[src/rtl/lcd_data_path.sv]
// LCD data-bus stage for the sejf display path: init table / 2-line char buffer mux; define SEJF_PIN_MASK_EN for PIN masking.
// DB_out has 1-cycle latency from selects/char_ptr/buffer; no backpressure (controller paces transfers via E_out).
`timescale 1ns/1ps
module lcd_data_path #(
  parameter int          COLS       = 16,
  parameter logic [7:0]  BLANK_CHAR = 8'h20,
  parameter int          PIN_COL    = 0
) (
  input  logic                        clk_1ms,
  input  logic                        reset,
  input  logic                        DB_sel,
  input  logic                        data_sel,
  input  logic [1:0]                  init_sel,
  input  logic [1:0]                  mux_sel,
  input  logic                        E_out,
  input  logic                        wr_en,
  input  logic [$clog2(2*COLS)-1:0]   wr_addr,
  input  logic [7:0]                  wr_data,
`ifdef SEJF_PIN_MASK_EN
  input  logic                        pin_mask,
`endif
  output logic [7:0]                  DB_out,
  output logic [$clog2(2*COLS)-1:0]   char_ptr,
  output logic                        refresh_req,
  output logic                        frame_done
);

  localparam int DEPTH = 2 * COLS;
  localparam int AW    = $clog2(DEPTH);
  typedef logic [AW-1:0] ptr_t;

  localparam ptr_t LINE2     = ptr_t'(COLS);
  localparam ptr_t LAST1     = ptr_t'(COLS - 1);
  localparam ptr_t LAST2     = ptr_t'(DEPTH - 1);
  localparam ptr_t PIN_START = ptr_t'(COLS + PIN_COL);

  logic [7:0] char_buf [DEPTH];
  logic       e_q;
  logic       e_fall;
  logic       addr_ok;
  logic       wr_ok;
  logic       pin_en;
  logic [7:0] cur_char;
  logic [7:0] shown;
  logic [7:0] db_nxt;
  ptr_t       ptr_nxt;
  logic       done_nxt;

  // Non-power-of-two depths need an explicit range check on the write address.
  generate
    if (DEPTH == (2 ** AW)) begin : g_full_range
      assign addr_ok = 1'b1;
    end else begin : g_part_range
      assign addr_ok = (wr_addr < ptr_t'(DEPTH));
    end
  endgenerate

`ifdef SEJF_PIN_MASK_EN
  assign pin_en = pin_mask;
`else
  assign pin_en = 1'b0;
`endif

  assign wr_ok  = wr_en && addr_ok;
  assign e_fall = e_q && !E_out;

  always_comb begin
    cur_char = char_buf[char_ptr];
    shown    = cur_char;
    // Masking only changes what is driven; the stored PIN digits stay intact.
    if (pin_en && (char_ptr >= PIN_START) && (cur_char >= 8'h30) && (cur_char <= 8'h39))
      shown = 8'h2A;
    db_nxt = 8'h00;
    if (DB_sel) begin
      if (!data_sel) begin
        case (init_sel)
          2'd0:    db_nxt = 8'h38;
          2'd1:    db_nxt = 8'h0C;
          2'd2:    db_nxt = 8'h06;
          default: db_nxt = 8'h01;
        endcase
      end else begin
        case (mux_sel)
          2'd0:    db_nxt = 8'h80;
          2'd1:    db_nxt = shown;
          2'd2:    db_nxt = 8'hC0;
          default: db_nxt = 8'h02;
        endcase
      end
    end
  end

  always_comb begin
    ptr_nxt  = char_ptr;
    done_nxt = 1'b0;
    if (e_fall && data_sel) begin
      case (mux_sel)
        2'd0: ptr_nxt = '0;
        2'd2: ptr_nxt = LINE2;
        2'd1: begin
          if (char_ptr == LAST2) begin
            ptr_nxt  = '0;
            done_nxt = 1'b1;
          end else if (char_ptr != LAST1) begin
            ptr_nxt = char_ptr + ptr_t'(1);
          end
        end
        default: ptr_nxt = char_ptr;
      endcase
    end
  end

  always_ff @(posedge clk_1ms) begin
    if (!reset) begin
      for (int i = 0; i < DEPTH; i++) char_buf[i] <= BLANK_CHAR;
      DB_out      <= 8'h00;
      char_ptr    <= '0;
      refresh_req <= 1'b1;
      frame_done  <= 1'b0;
      e_q         <= 1'b0;
    end else begin
      e_q        <= E_out;
      DB_out     <= db_nxt;
      char_ptr   <= ptr_nxt;
      frame_done <= done_nxt;
      if (wr_ok) char_buf[wr_addr] <= wr_data;
      // A write landing while frame_done is high keeps the request pending.
      if (wr_ok)
        refresh_req <= 1'b1;
      else if (frame_done)
        refresh_req <= 1'b0;
    end
  end

endmodule

[config.mk]
export PLATFORM = sky130hd
export DESIGN_NAME = lcd_data_path
export DESIGN_NICKNAME = d
export VERILOG_FILES = /design/src/rtl/lcd_data_path.sv
export SDC_FILE = /design/constraint.sdc
export NUM_CORES = 1
export LEC_CHECK = 0
export ABC_AREA = 1
export CORE_MARGIN = 10
export CORE_UTILIZATION = 43
export CTS_CLUSTER_DIAMETER = 60
export DETAILED_ROUTE_END_ITERATION = 8
export GPL_ROUTABILITY_DRIVEN = 0
export SLEW_MARGIN = 10
export SYNTH_ARGS = -nofsm -noshare
export SYNTH_HDL_FRONTEND = slang
export SYNTH_SLANG_ARGS = --single-unit
[constraint.sdc]
create_clock -name clk_1ms -period 1.9 [get_ports clk_1ms]
set_clock_uncertainty 0.05 [all_clocks]
set_input_delay 0.38 -clock clk_1ms [delete_from_list [all_inputs] [get_ports clk_1ms]]
set_output_delay 0.38 -clock clk_1ms [all_outputs]
set_load 0.02 [all_outputs]
==> reports/metrics.yaml <==
p_per_area_nw_per_um2: 933.1
drive_gt1_frac: 0.1296
end_kind: "output port"
grt_pass1_vias: 9719
dieArea_um2: 37270
timing.slew.headroom: 0.5571
postCtsHoldBufs: 0
routed_via_density: 5.163
clk_path_buf_depth: 3
grt_max_degree: 58
io_pins: 38
finalSetupTns_ns: 0
drcViolationCount: 0
multi_input_area_um2: 4098
drv_cap: 0
tightest_slew_ns: 0.6643
fmax_mhz: 537.5
antennaDiodeCount: 0
antenna_found_initial: 0
run_status: "finished, final reports clean"
numClockSinks: 277
cp.arrival_ns: 1.43
fillers: 2679
root_buffer: "clkbuf_16"
gr-usage-all-layers: 0.1868
synth_warnings: 0
worstSkewPairLatency_ns: 0.51
netlist-cell-type-count: 18
synth_nets: 1439
htreeDepth: 2
netlist_area_um2: 12880
overflow: 0
nets: 1555
fin_crit_ns: 1.860
cts_tree: "built"
wl_um: 35600
start_util: 0.4356
syn_inst: 1404
crit_path_max_fanout: 2
wl_per_cell_um: 18.42
die_y_um: 193.1
slew_viol_final: 0
rsz0062_at_grt: "true"
regArea_um2: 8113
core_area_um2: 29560
vias: 9980
cts_inserted_buffers: 35
critPathTopFamily: "buffers and inverters"
ys_ff_latch: 277
finalCritPeriodShare: 0.9792
numPortBuffers: 37
die_w_um: 193.1
clk_pin_slew_ns: 0.05
ant_nets: 0
min_path_type: "register to register"
critPathLaunchType: "register"
drt_iter0_drc: 891
firstDrtPassIters: 5
area_growth_pct: 23.62
grt_pass1_wl_um: 53730
setup_viol: 0
fin_util: 0.5385
crit_type: "register to output port"
seq_area_frac_synth: 0.6296
path_buf_inv: 1
final-hold-violation-count: 0
leakage_uw: 0.006500
place_hpwl_um: 21980
worstPathRequired_ns: 1.47
row_count: 63
cts_setup_buffers: 0
cpMaxStageDelayCell: "clkdlybuf4s50_1"
worstPathCellList: "clkdlybuf4s50_1"
max_stage_delay_ns: 0.61
vdd_drop_max_v: 0.0006518
syn_area_per_cell_um2: 9.172
==> metal layers <==
| metal | global-route usage | share of wire | vias to the layer above |
|---|---|---|---|
| li1 | - | - | 4828 |
| met1 | 0.2459 | 0.41 | 4707 |
| met2 | 0.3103 | 0.48 | 373 |
| met3 | 0.02986 | 0.082 | 72 |
| met4 | 0.05947 | 0.029 | 0 |
| met5 | 0 | 0 | - |
==> path summary, 6_finish.rpt <==
kind                                  from                        to  slack, ns  cells past startpoint
hold reg to reg      frame_done$_SDFF_PN0_  refresh_req$_SDFFE_PP1P_       0.39                      1
setup reg to reg  char_ptr[1]$_SDFFE_PN0N_  char_ptr[3]$_SDFFE_PN0N_       0.06                     11
setup / recovery  refresh_req$_SDFFE_PP1P_               refresh_req       0.04                      1
hold / removal       frame_done$_SDFF_PN0_  refresh_req$_SDFFE_PP1P_       0.39                      1
==> cell usage after synthesis, drive strengths merged <==
library cell  instances  area share
edfxtp              256        0.60
buf                  48       0.025
nor2                271       0.079
dfxtp                21       0.033
clkbuf               32      0.0093
nand3               189       0.074
ha                   12       0.012
nor3                 14      0.0054
a21oi                11      0.0043
nand2               463        0.13
inv                  80       0.023
nor3b                 2      0.0012
o21ai                 5      0.0019
==> sequential cells by signal, indices dropped and copies added (netlist names), named ones only <==
signal,flops
refresh_req,1
char_buf,256
e_q,1
DB_out,8
frame_done,1
char_ptr,5
==> layout by cell type (no fill, tap or decap), types with 8 or more instances in the layout <==
| cell type | n |
|---|---|
| nand2_1 | 455 |
| buf_4 | 87 |
| ha_1 | 11 |
| clkbuf_1 | 8 |
| nand2_2 | 8 |
| inv_1 | 77 |
| nor2_1 | 267 |
| clkdlybuf4s50_1 | 28 |
| edfxtp_1 | 256 |
| nor3_1 | 13 |
| a21oi_1 | 10 |
| nand3_1 | 185 |
| dfxtp_1 | 19 |
| buf_12 | 32 |
| clkbuf_16 | 40 |
==> cells by family (layout without fill, tap and decap cells) <==
kind of cell	count (synthesis)	after routing	share of synthesized area
DFF	277	277	0.6296
buffers and inverters	160	299	0.05810
adders and majority gates	12	12	0.01166
AOI/OAI and AO/OA	16	16	0.006218
and+or+nand+nor	939	939	0.2944
==> final cells by class <==
class / instances / share of cell area
flip-flops and latches: 277 / 0.5096
multi-input cells: 967 / 0.2574
repair buffers: 159 / 0.1093
clock buffers: 49 / 0.06351
well taps: 390 / 0.03065
inverters: 80 / 0.01918
clock inverters: 11 / 0.01037
==> metrics by stage <==
| step | hold slack, ns | total power, uW | std cells | setup slack [ns] | cell area (um^2) |
|---|---|---|---|---|---|
| CTS | 0.3827 | 14940 | 1930 | 0.009585 | 15760 |
| global placement | 0.3815 | 8199 | 1870 | -0.4586 | 14580 |
| global route | 0.4227 | 15320 | 1933 | -0.08511 | 15920 |
| detailed placement | 0.3882 | 8220 | 1870 | -0.4658 | 14580 |
| floorplan | 0.4276 | 7677 | 1404 | 0.01736 | 12880 |
| finish | 0.3864 | 14850 | 1933 | 0.03958 | 15920 |
==> where the power goes <==
group,total [uW],leakage [uW],switching (uW),internal (uW)
logic,1070,0.00330,683,387
registers,7050,0.00262,93.6,6960
clock network,6730,0.000572,2480,4250
==> what timing repair did <==
| item | in CTS | in global routing |
|---|---|---|
| gates cloned | 0 | 3 |
| setup endpoints to repair | 6 | 201 |
| resized for setup | 5 | 29 |
No activity file was read; power rests on OpenSTA's default activity.
